## config.mk

```make
export PLATFORM = sky130hd
export DESIGN_NAME = target_sequencer
export DESIGN_NICKNAME = d
export VERILOG_FILES = /design/src/rtl/target_sequencer.sv
export SDC_FILE = /design/constraint.sdc
export NUM_CORES = 1
export LEC_CHECK = 0
export CAP_MARGIN = 30
export CORE_MARGIN = 8
export CORE_UTILIZATION = 53
export CTS_CLUSTER_SIZE = 10
export DETAILED_ROUTE_END_ITERATION = 8
export GPL_TIMING_DRIVEN = 0
export PLACE_DENSITY_LB_ADDON = 0.2
export SYNTH_ARGS = -nofsm -noshare
export SYNTH_HDL_FRONTEND = slang
export SYNTH_SLANG_ARGS = --single-unit
```

## constraint.sdc

```tcl
create_clock -name target_clock -period 3.8 [get_ports target_clock]
set_input_delay 1.14 -clock target_clock [delete_from_list [all_inputs] [get_ports target_clock]]
set_output_delay 1.14 -clock target_clock [all_outputs]
set_load 0.01 [all_outputs]
```

## src/rtl/target_sequencer.sv

```systemverilog
// Game-round controller: draws a 0-4 target from an external random source, lights it,
// judges button hits and timeouts, and keeps a saturating score and a miss count.
// Optional build macro TARGET_NO_REPEAT_EN: re-draws a target that repeats the previous one.
module target_sequencer #(
    parameter int SHOW_TICKS = 8,
    parameter int MAX_MISSES = 3,
    parameter int SCORE_W    = 8
) (
    input  logic               target_clock,
    input  logic               target_reset,
    input  logic               start_in,
    input  logic               tick_in,
    input  logic [3:0]         rand_in,
    output logic               rand_en,
    input  logic [4:0]         hit_in,
    output logic [4:0]         target_onehot,
    output logic [SCORE_W-1:0] score,
    output logic [1:0]         misses,
    output logic               hit_pulse,
    output logic               miss_pulse,
    output logic               game_over
);

    localparam int TICK_W = $clog2(SHOW_TICKS + 1);

    localparam logic [2:0] ST_IDLE  = 3'd0;
    localparam logic [2:0] ST_PICK  = 3'd1;
    localparam logic [2:0] ST_LATCH = 3'd2;
    localparam logic [2:0] ST_SHOW  = 3'd3;
    localparam logic [2:0] ST_DONE  = 3'd4;

    logic [2:0]         state_q, state_d;
    logic [2:0]         target_q, target_d;
    logic [2:0]         prev_target_q, prev_target_d;
    logic [TICK_W-1:0]  tick_cnt_q, tick_cnt_d;
    logic [SCORE_W-1:0] score_q, score_d;
    logic [1:0]         misses_q, misses_d;
    logic               hit_pulse_q, hit_pulse_d;
    logic               miss_pulse_q, miss_pulse_d;
    logic [4:0]         hist_q;

    logic [4:0]         target_mask;
    logic [4:0]         rises;
    logic               target_edge;
    logic               wrong_edge;
    logic               is_hit;
    logic               timeout;
    logic               rand_valid;
    logic               repeat_reject;
    logic [1:0]         misses_inc;

`ifdef TARGET_NO_REPEAT_EN
    logic [1:0]         redraw_q, redraw_d;
`endif

    assign target_mask = 5'b00001 << target_q;
    assign rises       = hit_in & ~hist_q;
    assign target_edge = |(rises & target_mask);
    assign wrong_edge  = |(rises & ~target_mask);
    assign is_hit      = target_edge & ~wrong_edge;
    assign timeout     = tick_in && (tick_cnt_q == TICK_W'(SHOW_TICKS - 1));
    assign rand_valid  = (rand_in < 4'd5);
    assign misses_inc  = misses_q + 2'd1;

`ifdef TARGET_NO_REPEAT_EN
    // A repeat is rejected only while the consecutive re-draw budget lasts.
    assign repeat_reject = rand_valid && (rand_in[2:0] == prev_target_q) && (redraw_q != 2'd3);
`else
    logic prev_target_unused;
    assign prev_target_unused = ^prev_target_q;
    assign repeat_reject      = 1'b0;
`endif

    always_comb begin
        state_d       = state_q;
        target_d      = target_q;
        prev_target_d = prev_target_q;
        tick_cnt_d    = tick_cnt_q;
        score_d       = score_q;
        misses_d      = misses_q;
        hit_pulse_d   = 1'b0;
        miss_pulse_d  = 1'b0;
`ifdef TARGET_NO_REPEAT_EN
        redraw_d      = redraw_q;
`endif
        case (state_q)
            ST_IDLE, ST_DONE: begin
                if (start_in) begin
                    score_d  = '0;
                    misses_d = '0;
                    state_d  = ST_PICK;
                end
            end
            ST_PICK: begin
                state_d = ST_LATCH;
            end
            ST_LATCH: begin
                if (!rand_valid) begin
                    state_d = ST_PICK;
                end else if (repeat_reject) begin
`ifdef TARGET_NO_REPEAT_EN
                    redraw_d = redraw_q + 2'd1;
`endif
                    state_d = ST_PICK;
                end else begin
                    target_d      = rand_in[2:0];
                    prev_target_d = rand_in[2:0];
                    tick_cnt_d    = '0;
`ifdef TARGET_NO_REPEAT_EN
                    redraw_d      = 2'd0;
`endif
                    state_d       = ST_SHOW;
                end
            end
            ST_SHOW: begin
                if (tick_in) begin
                    tick_cnt_d = tick_cnt_q + TICK_W'(1);
                end
                // A clean target edge beats a simultaneous timeout; any wrong button is a miss.
                if (is_hit) begin
                    if (score_q != {SCORE_W{1'b1}}) begin
                        score_d = score_q + SCORE_W'(1);
                    end
                    hit_pulse_d = 1'b1;
                    state_d     = ST_PICK;
                end else if (wrong_edge || timeout) begin
                    misses_d     = misses_inc;
                    miss_pulse_d = 1'b1;
                    state_d      = (misses_inc == 2'(MAX_MISSES)) ? ST_DONE : ST_PICK;
                end
            end
            default: begin
                state_d = ST_IDLE;
            end
        endcase
    end

    always_ff @(posedge target_clock or negedge target_reset) begin
        if (!target_reset) begin
            state_q       <= ST_IDLE;
            target_q      <= 3'd0;
            prev_target_q <= 3'd0;
            tick_cnt_q    <= '0;
            score_q       <= '0;
            misses_q      <= 2'd0;
            hit_pulse_q   <= 1'b0;
            miss_pulse_q  <= 1'b0;
            hist_q        <= 5'd0;
        end else begin
            state_q       <= state_d;
            target_q      <= target_d;
            prev_target_q <= prev_target_d;
            tick_cnt_q    <= tick_cnt_d;
            score_q       <= score_d;
            misses_q      <= misses_d;
            hit_pulse_q   <= hit_pulse_d;
            miss_pulse_q  <= miss_pulse_d;
            hist_q        <= hit_in;
        end
    end

`ifdef TARGET_NO_REPEAT_EN
    always_ff @(posedge target_clock or negedge target_reset) begin
        if (!target_reset) begin
            redraw_q <= 2'd0;
        end else begin
            redraw_q <= redraw_d;
        end
    end
`endif

    assign rand_en       = (state_q == ST_PICK);
    assign target_onehot = (state_q == ST_SHOW) ? target_mask : 5'd0;
    assign game_over     = (state_q == ST_DONE);
    assign score         = score_q;
    assign misses        = misses_q;
    assign hit_pulse     = hit_pulse_q;
    assign miss_pulse    = miss_pulse_q;

endmodule
```

# Word level (Yosys, flattened, before mapping)
# Index checks and enable logic that the tools add are counted.
# classes
addsub,3
magnitude_cmp,1
n_eq_ne,15
n_shift,1
muxes,23
n_bitwise,7
reduce_logical,13
# ops
cell,count
2-to-1 mux 8 bit,3
one-hot mux 8 bit (2 select lines),1
AND 5 bit,3
"inequality test 2 bit, second input constant",7
2-to-1 mux 3 bit,4
one-hot mux 3 bit (4 select lines),1
inverter 5 bit,2
OR reduction 5 bit,2
"adder 8 x 1 -> 8 bit, second input constant",1
2-to-1 mux 2 bit,4
2-to-1 mux 4 bit,2
"inequality test 8 bit, second input constant",1
one-hot mux 4 bit (2 select lines),1
AND reduction 4 bit,2
"equality test 3 x 2 -> 1 bit, second input constant",2
2-to-1 mux 1 bit,5
2-to-1 mux 5 bit,1
"left shift 1 x 3 -> 5 bit, first input constant",1
"adder 4 x 1 -> 4 bit, second input constant",1
"equality test 4 x 3 -> 1 bit, second input constant",1
"less-than comparator 4 x 3 -> 1 bit, second input constant",1
one-hot mux 2 bit (2 select lines),1
AND reduction 2 bit,2
nonzero test 2 bit,2
other kinds (12),12
# totals
regBits,27
in_bits,13
out_inout_bits,19
elab_cells,71

# Longest topological paths before layout
# Gate-level depths: netlist of the first run.
# depth
depth_word,8
mapped_depth,9
mapped_depth_nobuf,7

# Worst setup path before layout of the first run
# Ideal clock, no wire load.
# synth_timing
path_type,input-to-reg
from,input port hit_in[0]
to,"register score_q[7], in the netlist score[7]"
setup_ns,0.077
arrival_ns,2.783
required_time_ns,3.723
setup_slack_ns,0.940
cell_stages,7
path_buffers,1
cell_sequence,and2b_2 > a222oi_1 > nor2_1 > or3_4 > buf_6 > or4_1 > a21oi_1
# synth_via
elab_chain_cells,7
word_cells_on_any_way,9
cone_classes,eq/ne (1); bitwise (5); reduce/logical (3)
# synth_rtl
element,line_no,rtl
"start, declared",15,"input logic [4:0] hit_in,"
AND 5 bit *,57,assign rises = hit_in & ~hist_q;
AND 5 bit,59,assign wrong_edge = |(rises & ~target_mask);
OR reduction 5 bit,59,
inverter 1 bit,60,assign is_hit = target_edge & ~wrong_edge;
AND 1 bit *,60,
inequality test 2 bit (no source line) *,--,
AND reduction 4 bit (no source line) *,--,
"end signal, assigned",154,score_q <= score_d;
"end, declared",36,"logic [SCORE_W-1:0] score_q, score_d;"
# Every way passes the cells marked *; elsewhere a longest branch is shown, timed or not.
# A chain may end at the register's enable or synchronous reset.

# Worst setup path after layout of the first run
# Same ends and word-level chain as after synthesis.

==> metrics, run 1 <==
status complete, no violations; Post-CTS Hold Fix Bufs 0; initial antenna violation count 0; synthesized area per cell 10.1 µm²; Total GRT Usage 14.3%; Root Buffer clkbuf_4; die width 67.7 µm; Synth Instances 140; Rows 18; most frequent cells in the layout 31 x clkdlybuf4s50_1, 27 x dfrtp_1, 10 x nor2_1, 10 x a21oi_1, 10 x nand2_1; largest net degree at the start of global routing 17; r2r endpoint score[7]$_DFFE_PN0P_; reg-to-reg slack, setup 1.25 ns; Post-Route WL a little over 3 mm; min-delay src misses[1]$_DFFE_PN0P_; relative slew slack 55.6%; max-slew violation count 0; pwr/cell area 518 nW/µm²; worst flop-to-flop path startpoint target_q[0]$_DFFE_PN0P_; DRT iter0 DRCs 59; Internal 0.598 mW; Ys Warns 0; Core Footprint 2500 µm²; RSZ-0062 raised after global routing no; Post-Synth Adder-Cell Area 2.65%; Critical Path RT 4.05 ns; port bufs 31; Final Instance Area 1820 µm²; IO Count 32; Hold Path Class flip-flop to flip-flop; Max Cap Viol 0; detailed-route via count 1225; first-pass GRT wire length 5.15 mm; cts repair resizes 0; reg2reg path depth 7; fin crit period 3.14 ns; Die H 67.7 µm; Area after DPL 1790 µm²; Post-Synth Simple-Gate Area 27.3%; H-tree depth 1; crit path max fanout 10; Post-Syn Nets 156; Remaining Overflow, GRT 0; iteration count of the initial detailed-routing pass 4; clk_skew around 0.017 ns; clk buf depth 2; Setup crit end kind flip-flop; post-synth cell types 43; Compound-Gate Fraction of Synth Area 15.0%; CTS sink count 27; CP startpoint hit_in[0]; post-synthesis mux area share 2.39%; Sequential Power Share 42.6%; DRC violations left 0; Synth Cell Area 1420 µm²; Max VDD drop between 0.3 and 0.4 mV; period utilisation layout 82.8%; commonest non-fill, non-tap cell in the layout clkdlybuf4s50_1; CTS tree done; Setup Buffers After CTS 0; highest clock rate ~320 MHz; CP Capture Point score[7]$_DFFE_PN0P_; largest family of logic cells by synthesized area simple AND/OR/NAND/NOR gates; HPWL Detailed 2.45 mm; post-route setup TNS 0 ns; initial core utilization a little under three fifths; CTS clk-pin slew, worst paths approximately 0.15 ns; XOR/XNOR Fraction of Synth Area 1.24%; Clk Latency, worst-skew pair 0.33 ns; CTS Buf Count 3; Worst setup SP type input port; Psw 0.345 mW; Clk network pwr share 13.1%; Gate power share 44.3%; Static Leak roughly 0.76 nW; layout cells sized above 1 11.4%; area grow syn2layout 28.4%; Slew @ Worst Pin 0.664 ns; mean routed wirelength per cell 14.7 µm; GP Congestion 0.829; die area ~4600 µm²; Setup Viol. Count Final 0; Seq/Total Area, Yosys 47.7%; Switching Share 36.6%; n_diodes 0; post-route ant nets 0; Final #Nets 193; Final Hold Fails 0; worst path arrival time roughly 3.4 ns; vias per cell 5.95; register bit count reported by yosys 27; WS Path Type input port to flip-flop; vias in the first global route 1231
==> cell type report <==
| class | instances | area, µm² |
|---|---|---|
| inverter | 5 | 18.8 |
| buffer | 4 | 33.8 |
| clock inverter | 1 | 5.00 |
| sequential | 27 | 676 |
| timing repair buffer | 32 | 338 |
| tap | 30 | 37.5 |
| fill | 189 | 681 |
| multi-input combinational | 104 | 688 |
| clock buffer | 3 | 22.5 |
==> flip-flops by register name, summed over array words and instances, names as in the netlist <==
name,flops
hist_q,5
misses,2
target_q,3
score,8
tick_cnt_q,4
hit_pulse,1
miss_pulse,1
state_q,3
==> worst max-delay path, cell delays in order <==
cell,delay (ns)
clkdlybuf4s50_1,0.43
and2b_2,0.21
a222oi_1,0.42
nor2_1,0.10
or3_4,0.41
buf_6,0.14
or4_1,0.39
a21oi_1,0.15
==> power by group through the flow <==
stage,clock (mW),sequential [mW],combinational (mW)
2_1_floorplan,0,0.400,0.280
3_3_place_gp,0,0.400,0.404
3_5_place_dp,0,0.407,0.420
4_1_cts,0.130,0.401,0.421
5_1_grt,0.137,0.409,0.466
6_report,0.124,0.402,0.417
==> cell families after synthesis <==
group	Yosys count
multiplexers	3
adder cells (fa/ha/maj)	3
buffers and inverters	9
flip-flops	27
XOR/XNOR	2
AND/OR/NAND/NOR	64
AO/OA/AOI/OAI	32
==> metal layers <==
metal | track usage (%) | up-vias | wire length [µm]
met5 | 0 | - | 0
met2 | 26.5 | 40 | 1520
met1 | 15.2 | 588 | 1310
met3 | 2.15 | 8 | 129
li1 | - | 589 | -
met4 | 7.31 | 0 | 72
==> worst min path at each step <==
| stage | end | slack (ns) | cells past startpoint |
|---|---|---|---|
| detailed placement | misses[1]$_DFFE_PN0P_ | 0.53 | 1 |
| CTS | tick_cnt_q[0]$_DFFE_PN0P_ | 0.56 | 1 |
| global route | tick_cnt_q[0]$_DFFE_PN0P_ | 0.59 | 1 |
| finish | misses[1]$_DFFE_PN0P_ | 0.55 | 1 |
| global placement | tick_cnt_q[1]$_DFFE_PN0P_ | 0.50 | 1 |
| floorplan | tick_cnt_q[0]$_DFFE_PN0P_ | 0.49 | 1 |
==> metrics by stage <==
stage / setup WS (ns) / power [mW] / instances / hold WS (ns) / util, %
6_report: 0.655 / 0.943 / 206 / 0.554 / 72.8
5_1_grt: 0.530 / 1.01 / 206 / 0.589 / 72.8
4_1_cts: 0.685 / 0.952 / 206 / 0.559 / 72.8
3_5_place_dp: 0.353 / 0.827 / 202 / 0.533 / 71.7
3_3_place_gp: 0.364 / 0.804 / 201 / 0.504 / 70.6
2_1_floorplan: 0.940 / 0.680 / 140 / 0.486 / -
==> cell usage after synthesis <==
cell | instances | area [µm²]
dfrtp_1 | 27 | 676
a21oi_1 | 10 | 50.1
nand2_1 | 10 | 37.5
nor2_1 | 10 | 37.5
o21ai_0 | 7 | 35.0
or3_1 | 7 | 43.8
nand3_1 | 6 | 30.0
inv_1 | 5 | 18.8
a32o_1 | 4 | 40.0
nand2b_1 | 4 | 25.0
and2b_2 | 3 | 26.3
ha_1 | 3 | 37.5
mux2_2 | 3 | 33.8
o31ai_1 | 3 | 22.5
or3b_1 | 3 | 26.3
or4_1 | 3 | 22.5
and2_1 | 2 | 12.5
and2_2 | 2 | 15.0
nand4b_1 | 2 | 17.5
o22ai_1 | 2 | 12.5
or2_2 | 2 | 12.5
a222oi_1 | 1 | 10.0
a22o_1 | 1 | 8.76
a32oi_1 | 1 | 8.76
and3_1 | 1 | 6.26
and3b_1 | 1 | 8.76
buf_6 | 1 | 11.3
clkbuf_1 | 1 | 3.75
clkbuf_2 | 1 | 5.00
clkbuf_8 | 1 | 13.8
nand3b_1 | 1 | 7.51
nand3b_2 | 1 | 11.3
nand4_1 | 1 | 6.26
nor2b_1 | 1 | 6.26
nor3b_1 | 1 | 7.51
nor4_1 | 1 | 6.26
nor4b_1 | 1 | 8.76
o21a_1 | 1 | 7.51
o22a_1 | 1 | 8.76
o32ai_1 | 1 | 8.76
or3_4 | 1 | 11.3
xnor2_1 | 1 | 8.76
xor2_1 | 1 | 8.76
No activity file was read; power rests on OpenSTA's default activity.
==> run 2, diff against run 1 <==
Settings changed: CORE_UTILIZATION 53 to 49.
Clock period 3.8 ns to 3 ns, I/O delays scaled along.
==> metrics, run 2 (synthesis results as in run 1) <==
CTS tree done (unchanged); die area 4870 µm² (was 4580 µm²); Hold Path Class flip-flop to flip-flop (unchanged); Root Buffer clkbuf_4 (unchanged); initial core utilization 51.4% (was 56.7%); largest net degree at the start of global routing 16 (was 17); WS Path Type input port to flip-flop (unchanged); number of flip-flops under the largest register name 8 (unchanged); RSZ-0062 raised after global routing no (unchanged); crit path max fanout 10 (unchanged); CTS clk-pin slew, worst paths 0.14 ns (was 0.15 ns); cts repair resizes 0 (unchanged); Static Leak 0.754 nW (was 0.760 nW); CP Cell Sequence clkdlybuf4s50_1 > and2b_2 > a222oi_1 > nor2_1 > or3_4 > buf_6 > or4_1 > a21oi_1 (unchanged); placed cell count 203 (was 202); highest clock rate 347 MHz; Clk Latency, worst-skew pair 0.32 ns (was 0.33 ns); Area after DPL 1780 µm² (was 1790 µm²); vias in the first global route 1320 (was 1231); Core Footprint 2760 µm² (was 2500 µm²); most frequent cells in the layout 31 x clkdlybuf4s50_1, 27 x dfrtp_1, 10 x nor2_1, 10 x a21oi_1, 10 x nand2_1 (unchanged); Max VDD drop 0.522 mV (was 0.386 mV); Final #Nets 193 (unchanged); Final Instance Area 1810 µm² (was 1820 µm²); first-pass GRT wire length 5.70 mm (was 5.15 mm); Total Power 1.20 mW (was 0.943 mW); Worst setup SP type input port (unchanged); layout cells sized above 1 11.4% (unchanged); fin crit period 2.88 ns; Setup crit end kind flip-flop (unchanged); CP max stage cell clkdlybuf4s50_1 (unchanged); CTS Buf Count 3 (unchanged); Post-CTS Hold Fix Bufs 0 (unchanged); pwr/cell area 664 nW/µm² (was 518 nW/µm²); relative slew slack 56.4% (was 55.6%); detailed-route via count 1245 (was 1225); crit path buf inv count 2 (unchanged); min setup slack post-route 0.117 ns (was 0.655 ns); clk_skew 0.00324 ns (was 0.0168 ns); initial antenna violation count 0 (unchanged); max incr delay on CP 0.43 ns (about the same); WHS 0.542 ns (was 0.554 ns); Critical Path RT 3.26 ns (was 4.05 ns); GP Congestion 0.865 (was 0.829); DRT iter0 DRCs 77 (was 59); post-route setup TNS 0 ns (unchanged); Die H 69.8 µm (was 67.7 µm); area grow syn2layout 27.6% (was 28.4%); CTS sink count 27 (unchanged); vias per cell 6.01 (was 5.95); die width 69.8 µm (was 67.7 µm); min-delay src tick_cnt_q[0]$_DFFE_PN0P_ (was misses[1]$_DFFE_PN0P_); Total GRT Usage 13.6% (was 14.3%); Final Hold Fails 0 (unchanged); Max Cap Viol 0 (unchanged); mean routed wirelength per cell 15.5 µm (was 14.7 µm); commonest non-fill, non-tap cell in the layout clkdlybuf4s50_1 (unchanged); worst flop-to-flop path startpoint target_q[0]$_DFFE_PN0P_ (unchanged); Rows 19 (was 18); HPWL Detailed 2.56 mm (was 2.45 mm); post-route ant nets 0 (unchanged); Setup Buffers After CTS 0 (unchanged); Worst path top cell family by delay simple AND/OR/NAND/NOR gates (unchanged); CP startpoint hit_in[0] (unchanged); H-tree depth 1 (unchanged); final std cells w/o fill 207 (was 206); Remaining Overflow, GRT 0 (unchanged); Setup Viol. Count Final 0 (unchanged); n_diodes 0 (unchanged); iteration count of the initial detailed-routing pass 4 (unchanged); Setup Slack @ Placement -0.223 ns (was 0.353 ns); max-slew violation count 0 (unchanged); Layout Utilization 65.6% (was 72.8%); Slew @ Worst Pin 0.652 ns (was 0.664 ns); Post-Route WL 3.22 mm (was 3.03 mm); period utilisation layout 96.1%; port bufs 31 (unchanged); status complete, no violations (unchanged); DRC violations left 0 (unchanged); worst path arrival time 3.14 ns (was 3.40 ns); clk buf depth 2 (unchanged); IO Count 32 (unchanged)
==> run 2: worst paths after layout <==
kind / slack [ns] / end / depth (start not counted)
min: 0.54 / tick_cnt_q[0]$_DFFE_PN0P_ / 1
max: 0.12 / score[7]$_DFFE_PN0P_ / 8
max in group asynchronous: 1.52 / state_q[2]$_DFFE_PN0P_ / 2
min in group asynchronous: 0.96 / hist_q[3]$_DFF_PN0_ / 1
max reg2reg: 0.47 / score[7]$_DFFE_PN0P_ / 7
min reg2reg: 0.54 / tick_cnt_q[0]$_DFFE_PN0P_ / 1
==> run 2: final cells by class <==
| cell class | instances | area [µm²] |
|---|---|---|
| fill | 231 | 950 |
| multi-input combinational | 104 | 688 |
| sequential | 27 | 676 |
| timing repair buffer | 32 | 325 |
| tap | 31 | 38.8 |
| buffer | 4 | 33.8 |
| clock buffer | 3 | 22.5 |
| inverter | 5 | 18.8 |
| clock inverter | 1 | 5.00 |
==> run 2: power by group <==
part	internal (mW)	switching (mW)	leakage [nW]
clock	0.0499	0.103	0.0177
sequential	0.437	0.0696	0.352
combinational	0.269	0.272	0.385
total	0.756	0.445	0.754
==> run 2: layer usage <==
| layer | track usage, % | vias to the layer above | part of all wire [%] |
|---|---|---|---|
| li1 | - | 587 | - |
| met1 | 14.5 | 602 | 39 |
| met2 | 24.7 | 52 | 53 |
| met3 | 3.43 | 4 | 6.8 |
| met4 | 5.80 | 0 | 1.1 |
| met5 | 0 | - | 0 |
==> run 3, diff against run 2 <==
Settings changed: CTS_CLUSTER_DIAMETER from default to 40.
==> results of run 3 <==
No change in the layout: final DEF, timing and power equal those of run 2.
